## config.mk

```make
export PLATFORM = sky130hd
export DESIGN_NAME = mem_port_arbiter
export DESIGN_NICKNAME = d
export VERILOG_FILES = /design/src/rtl/mem_port_arbiter.sv
export SDC_FILE = /design/constraint.sdc
export NUM_CORES = 1
export LEC_CHECK = 0
export CORE_AREA = 2 2 106 108
export CTS_CLUSTER_SIZE = 14
export DETAILED_ROUTE_END_ITERATION = 16
export DIE_AREA = 0 0 108 110
export HOLD_SLACK_MARGIN = 0.12
export PLACE_DENSITY = 0.86
export SKIP_CTS_REPAIR_TIMING = 1
export SLEW_MARGIN = 25
export SYNTH_ARGS = -nofsm -noshare
export SYNTH_HDL_FRONTEND = slang
export SYNTH_SLANG_ARGS = --single-unit
export TNS_END_PERCENT = 10
```

## constraint.sdc

```tcl
create_clock -name CLK -period 4.22 [get_ports CLK]
set_input_delay 0.844 -clock CLK [delete_from_list [all_inputs] [get_ports CLK]]
set_output_delay 0.844 -clock CLK [all_outputs]
set_load 0.03 [all_outputs]
```

## src/rtl/mem_port_arbiter.sv

```systemverilog
// rtl/mem_port_arbiter.sv - fetch/load-store arbiter for a shared byte-write word memory
module mem_port_arbiter #(
  parameter int STARVE_LIMIT = 4,
  parameter int CNT_W        = 3
) (
  input  logic        CLK,
  input  logic        RESET_N,
  input  logic        i_valid,
  input  logic [31:0] i_addr,
  output logic        i_ready,
  output logic        i_rvalid,
  output logic [31:0] i_rdata,
  output logic        i_err,
  input  logic        d_valid,
  input  logic [31:0] d_addr,
  input  logic        d_we,
  input  logic [2:0]  d_funct3,
  input  logic [31:0] d_wdata,
  output logic        d_ready,
  output logic        d_rvalid,
  output logic [31:0] d_rdata,
  output logic        d_err,
  output logic [31:0] mem_addr,
  output logic [31:0] mem_wdata,
  output logic [3:0]  mem_we,
  input  logic [31:0] mem_rdata
);

  localparam logic [CNT_W-1:0] LIMIT = CNT_W'(STARVE_LIMIT);

  logic [CNT_W-1:0] starve_cnt;
  logic             grant_i;
  logic             grant_d;

  logic [1:0]  d_off;
  logic [1:0]  d_size;      // 0 byte, 1 half, 2 word
  logic        d_legal;
  logic        d_misal;
  logic        d_bad;
  logic [3:0]  d_lanes;
  logic [31:0] d_wrep;
  logic [31:0] load_shift;
  logic [31:0] load_ext;
  logic        i_misal;

  assign d_off   = d_addr[1:0];
  assign i_misal = |i_addr[1:0];

  // Pick at most one requester; D wins unless I has waited STARVE_LIMIT D grants
  always_comb begin
    grant_d = 1'b0;
    grant_i = 1'b0;
    if (RESET_N) begin
      if (d_valid && (!i_valid || starve_cnt != LIMIT)) begin
        grant_d = 1'b1;
      end else if (i_valid) begin
        grant_i = 1'b1;
      end
    end
  end

  // Decode access size, legality, alignment, byte lanes and replicated store data
  always_comb begin
    d_size  = 2'd2;
    d_legal = 1'b0;
    case (d_funct3)
      3'b000: begin d_size = 2'd0; d_legal = 1'b1;  end
      3'b001: begin d_size = 2'd1; d_legal = 1'b1;  end
      3'b010: begin d_size = 2'd2; d_legal = 1'b1;  end
      3'b100: begin d_size = 2'd0; d_legal = !d_we; end
      3'b101: begin d_size = 2'd1; d_legal = !d_we; end
      default: begin d_size = 2'd2; d_legal = 1'b0; end
    endcase

    case (d_size)
      2'd1:    d_misal = d_off[0];
      2'd2:    d_misal = (d_off != 2'd0);
      default: d_misal = 1'b0;
    endcase
    d_bad = !d_legal || d_misal;

    case (d_size)
      2'd0: begin
        d_lanes = 4'b0001 << d_off;
        d_wrep  = {4{d_wdata[7:0]}};
      end
      2'd1: begin
        d_lanes = 4'b0011 << d_off;
        d_wrep  = {2{d_wdata[15:0]}};
      end
      default: begin
        d_lanes = 4'b1111;
        d_wrep  = d_wdata;
      end
    endcase
  end

  // Align the addressed byte/half to bit 0 and sign- or zero-extend it
  always_comb begin
    load_shift = mem_rdata >> {d_off, 3'b000};
    case (d_size)
      2'd0: load_ext = d_funct3[2] ? {24'b0, load_shift[7:0]}
                                   : {{24{load_shift[7]}}, load_shift[7:0]};
      2'd1: load_ext = d_funct3[2] ? {16'b0, load_shift[15:0]}
                                   : {{16{load_shift[15]}}, load_shift[15:0]};
      default: load_ext = load_shift;
    endcase
  end

  // Memory-side drive: address of the winner, writes only for clean stores
  always_comb begin
    i_ready   = grant_i;
    d_ready   = grant_d;
    mem_addr  = grant_d ? d_addr : i_addr;
    mem_wdata = d_wrep;
    mem_we    = (grant_d && d_we && !d_bad) ? d_lanes : 4'b0000;
  end

  // Count consecutive D grants that left a pending fetch waiting
  always_ff @(posedge CLK or negedge RESET_N) begin
    if (!RESET_N) begin
      starve_cnt <= '0;
    end else if (!i_valid || grant_i) begin
      starve_cnt <= '0;
    end else if (grant_d && starve_cnt != LIMIT) begin
      starve_cnt <= starve_cnt + 1'b1;
    end
  end

  // Fetch response: one-cycle pulse after the grant, zero data on misalignment
  always_ff @(posedge CLK or negedge RESET_N) begin
    if (!RESET_N) begin
      i_rvalid <= 1'b0;
      i_err    <= 1'b0;
      i_rdata  <= '0;
    end else begin
      i_rvalid <= grant_i;
      if (grant_i) begin
        i_err   <= i_misal;
        i_rdata <= i_misal ? 32'b0 : mem_rdata;
      end
    end
  end

  // Load/store response: extended load data, zero for stores and faulting accesses
  always_ff @(posedge CLK or negedge RESET_N) begin
    if (!RESET_N) begin
      d_rvalid <= 1'b0;
      d_err    <= 1'b0;
      d_rdata  <= '0;
    end else begin
      d_rvalid <= grant_d;
      if (grant_d) begin
        d_err   <= d_bad;
        d_rdata <= (d_bad || d_we) ? 32'b0 : load_ext;
      end
    end
  end

endmodule

```

Word level (Yosys, flattened, before mapping). Index checks and enable logic that the tools add are counted.

Bits in registers: 71. Bits of input ports: 136. Output and inout bits: 138. Word-level logic and storage cells: 58.

$add $sub $neg: 1. Equal/unequal tests: 7. Shift operators: 3. Multiplexer cells: 19. Reductions and logical operators: 21.

Operators by type and width (number): $mux W32 (5); $pmux W32 S2 (2); $shr A32 B5 Y32 (1); $pmux W4 S2 (1); $reduce_or A2 Y1 (4); $eq A3 B3 Y1 const B (2); $mux W3 (2); $mux W1 (5); $logic_and A1 B1 Y1 (4); $logic_not A1 Y1 (4); $logic_or A1 B1 Y1 (4); $mux W4 (1); $pmux W1 S2 (2); $pmux W2 S2 (1); $reduce_bool A2 Y1 (2); $shl A1 B2 Y4 const A (1); $shl A2 B2 Y4 const A (1); $add A3 B1 Y3 const B (1); $eq A3 B1 Y1 const B (1); $eq A3 B2 Y1 const B (1); $logic_not A3 Y1 (1); $ne A3 B3 Y1 const B (1); $reduce_or A3 Y1 (1); $eq A2 B1 Y1 const B (1); other kinds (2) (2).

Longest topological paths before layout.
Depth in word-level cells: 9. Mapped depth: 9. Mapped depth without buffers: 7.

Worst setup path after synthesis. Ideal clock, no wire load.

Kind: input-to-output. From: input port i_valid. To: output port mem_addr[22]. Data arrival time: 2.360 ns. Path slack: 1.016 ns. Cell stages on the path: 7. Path buffers: 2. Cell sequence: and3_1 > or2_2 > clkbuf_1 > inv_2 > clkbuf_1 > nand2_1 > nand2_1.

Longest elaborated chain between the ends: 6.

Ends and longest elaborated chain: start, declared (line 8) `input logic i_valid,`; $logic_not A1 Y1 (line 54) `if (d_valid && (!i_valid || starve_cnt != LIMIT)) begin`; $logic_or A1 B1 Y1 (line 54); $logic_and A1 B1 Y1 (line 54); $mux W1 (line 54); $mux W1 (line 53) `if (RESET_N) begin`; net d_ready (line 19) `output logic d_ready,`; $mux W32 (line 114) `mem_addr = grant_d ? d_addr : i_addr;`; end, declared (line 23) `output logic [31:0] mem_addr,`.

The timed path passes the listed nets, and every way through them passes these cells.

Worst setup path after layout.
From: input port d_funct3[0]. To: output port mem_wdata[8].

Longest elaborated chain between the ends: 5. Elaborated cells on any way between the ends: 10.

Ends and longest elaborated chain: start, declared (line 17) `input logic [2:0] d_funct3,`; $eq A3 B3 Y1, or another cell as far along (line 66) `case (d_funct3)`; $reduce_or A2 Y1 (no line); $pmux W2 S2 * (line 66); $eq A2 B1 Y1 / $logic_not A2 Y1 (equally long branches) (line 82) `case (d_size)`; $pmux W32 S2 * (line 82); end, declared (line 24) `output logic [31:0] mem_wdata,`.

Every way passes the cells marked *; elsewhere a longest branch is shown, timed or not.

==> impl_metrics.csv <==
group,metric,value,unit
placement,numPortBuffers,273,
global_route,antenna_found_initial,1,
synth,ys_seq_area_share,42.3,%
synth,ys_types,39,
sta,fin_skew,0.0166,ns
routing,avgViaCountPerCell,5.32,
layout,area_delta_synth_final,72.3,%
setup_path,cp-end-kind,"output port",
pwr,p_total,0.00217,W
setup_path,crit_required,3.38,ns
cts,cts_made_buffers,9,
cts,clock_sinks,71,
cts,cts_root_buf,"clkbuf_8",
synth,yosys_register_bits,71,
pwr,p_comb_share,36.6,%
pwr,power.leakage,3.27,nW
die,dieArea,0.0119,mm^2
sta,slew-limit-headroom,39.2,%
layout,seqCellArea,0.00178,mm^2
global_route,grt_pass1_vias,4307,
synth,synth_top_cell_area_share,42.3,%
die,start_util,39.3,%
setup_path,critical_path_arrival,3.03,ns
routing,drt_pass1_iterations,5,
hold_path,hold_path_class,"flip-flop to flip-flop",
layout,nets,851,
setup_path,reg2reg_depth,7,
synth,synth_fp_nets,599,
pwr,power_density,300,mW/mm^2
synth,synth_async_sr_flop_share,100,%
sta,rsz0062_at_grt,"false",
sta,fin_setup_tns,0,ns
synth,synth.largest_area_cell,"dfrtp_1",
synth,synth_area_leaders,"dfrtp_1 (42%), nand2_1 (12%), a22o_1 (8.5%)",
die,fp.dieW,108,um
routing,routed_wl,16700,um
flow_run,drv_cap,0,
cts,cts_tree,"done",
pwr,p_sw_share,33.2,%
routing,routedWlPerCell,19.4,um
cts,clk_path_buf_depth,2,
die,fp.coreArea,0.0107,mm^2
pwr,seq_power_share,35.0,%
pwr,pwr-share-clk,28.5,%
cts,clk_latency,0.35,ns
hold_path,hold_path_end,"d_rdata[31]",
synth,synth_edf_count,0,
hold_path,hold_start,"d_rdata[31]",
routing,vias,4570,
routing,ant_nets,0,
placement,dp_hpwl,12700,um
routing,drc,0,
outcome,status,"completed",
setup_path,path_class,"input port to output port",
sta,tightestPinTransition,0.913,ns
synth,yosys_warnings,0,
routing,drt_iter0_drc,289,
die,die_h,110,um
synth,synthFlopType,"dfrtp_1",
sta,setup_viol,0,
die,rows,38,
sta,hold_viol,0,
setup_path,reg2reg_slack,2.07,ns
pwr,ir_drop,0.204,mV
synth,netlist_area,0.00420,mm^2
synth,yosys-top-cells-count,"nand2_1 (138), dfrtp_1 (71), a22o_1 (41), mux2i_1 (27), o21ai_0 (26)",
layout,drive_gt1_share,14.5,%
hold_path,hold_depth,2,
setup_path,r2r_start,"starve_cnt[0]",
cts,cts_max_level,3,
layout,nFillCells,823,
sta,period_needed,3.88,ns
synth,synthCells,461,
pwr,switching_power,0.000720,W
setup_path,crit_fanout,8,
setup_path,start_kind,"input port",
sta,finalCritPeriodShare,91.9,%
global_route,grt.total_usage,26.0,%
global_route,grt_max_degree,76,
synth,synth_most_common_cell,"nand2_1",
cts,cts.clk_slew.worst_paths,0.07,ns
global_route,grt_first_pass_wirelength,23400,um
die,ios,274,
pwr,intPower,0.00145,W
layout,multi_input_area,0.00217,mm^2
synth,syn_avg_cell_area,9.11,um^2
global_route,gr-total-overflow,0,
sta,fmax,0.258,GHz
setup_path,r2r-end,"d_rdata[30]",
placement,place_congestion,0.903,
sta,drv_slew,0,
worst max-delay path by stage:
stage | startpoint | end | slack, ns | cells past startpoint
6_report | d_funct3[0] | mem_wdata[8] | 0.34 | 4
5_1_grt | d_funct3[0] | mem_we[1] | 0.25 | 7
4_1_cts | d_funct3[0] | mem_we[1] | 0.36 | 7
3_5_place_dp | d_funct3[0] | mem_wdata[8] | 0.37 | 4
3_3_place_gp | d_funct3[0] | mem_we[1] | 0.48 | 7
2_1_floorplan | i_valid | mem_addr[22] | 1.02 | 7
power by group through the flow:
stage,registers [W],clock network [W],logic (W)
floorplan,0.000862,0,0.000295
global placement,0.000769,0,0.000783
detailed placement,0.000770,0,0.000795
CTS,0.000758,0.000626,0.000798
global route,0.000763,0.000662,0.000834
finish,0.000759,0.000618,0.000794
layer usage:
layer,wire length (um),track usage (%)
met2,8410,44.9
met3,1330,6.88
met5,0,0
met4,358,8.15
met1,6570,31.8
sequential cells by signal, summed over array words and instances (netlist names):
signal	flops
d_rvalid	1
i_rdata	32
starve_cnt	3
i_rvalid	1
d_err	1
d_rdata	32
i_err	1
placed cells by master, fill, tap and decap left out, drive strengths merged, types with 2 or more instances in the layout:
| cell type | instances |
|---|---|
| a211o | 7 |
| a22o | 41 |
| mux2i | 27 |
| inv | 8 |
| a32o | 7 |
| nand2 | 139 |
| o21ai | 34 |
| bufinv | 2 |
| buf | 54 |
| nor2 | 6 |
| nor2b | 11 |
| ha | 2 |
| nand3b | 2 |
| clkbuf | 10 |
| clkdlybuf4s50 | 232 |
| a2bb2oi | 9 |
| o31ai | 8 |
| clkinv | 2 |
| mux2 | 16 |
| dfrtp | 71 |
| a21oi | 14 |
| nand3 | 2 |
| or4 | 2 |
through the flow:
stage	utilization, %	cells	worst slack (ns)	hold WS, ns	area (um^2)
2_1_floorplan	-	461	1.02	0.548	4200
3_3_place_gp	65.5	842	0.476	0.463	7010
3_5_place_dp	65.5	842	0.368	0.470	7010
4_1_cts	67.6	858	0.361	0.488	7240
5_1_grt	67.7	859	0.247	0.511	7240
6_report	67.7	859	0.344	0.482	7240
layout make-up:
class                   count  area share (%)
well taps                 140            2.42
flip-flops and latches     71            24.5
clock buffers              10            1.90
multi-input cells         339            30.0
diodes                      1          0.0346
repair buffers            286            39.6
inverters                   6           0.311
clock inverters             6            1.26
critical path, stage by stage:
cell and delay [ns]:
clkdlybuf4s50_1 0.55, nor2_1 0.61, mux2_2 0.42, clkdlybuf4s50_1 0.61
logic make-up after synthesis:
logic type      after synthesis  share of synthesized area (%)
compound gates              125                           23.0
simple gates                168                           16.7
mux                          44                           11.3
flops                        71                           42.3
buf+inv                      51                           6.17
fa+ha+maj                     2                          0.596
Power figures use the tool's default switching activity.
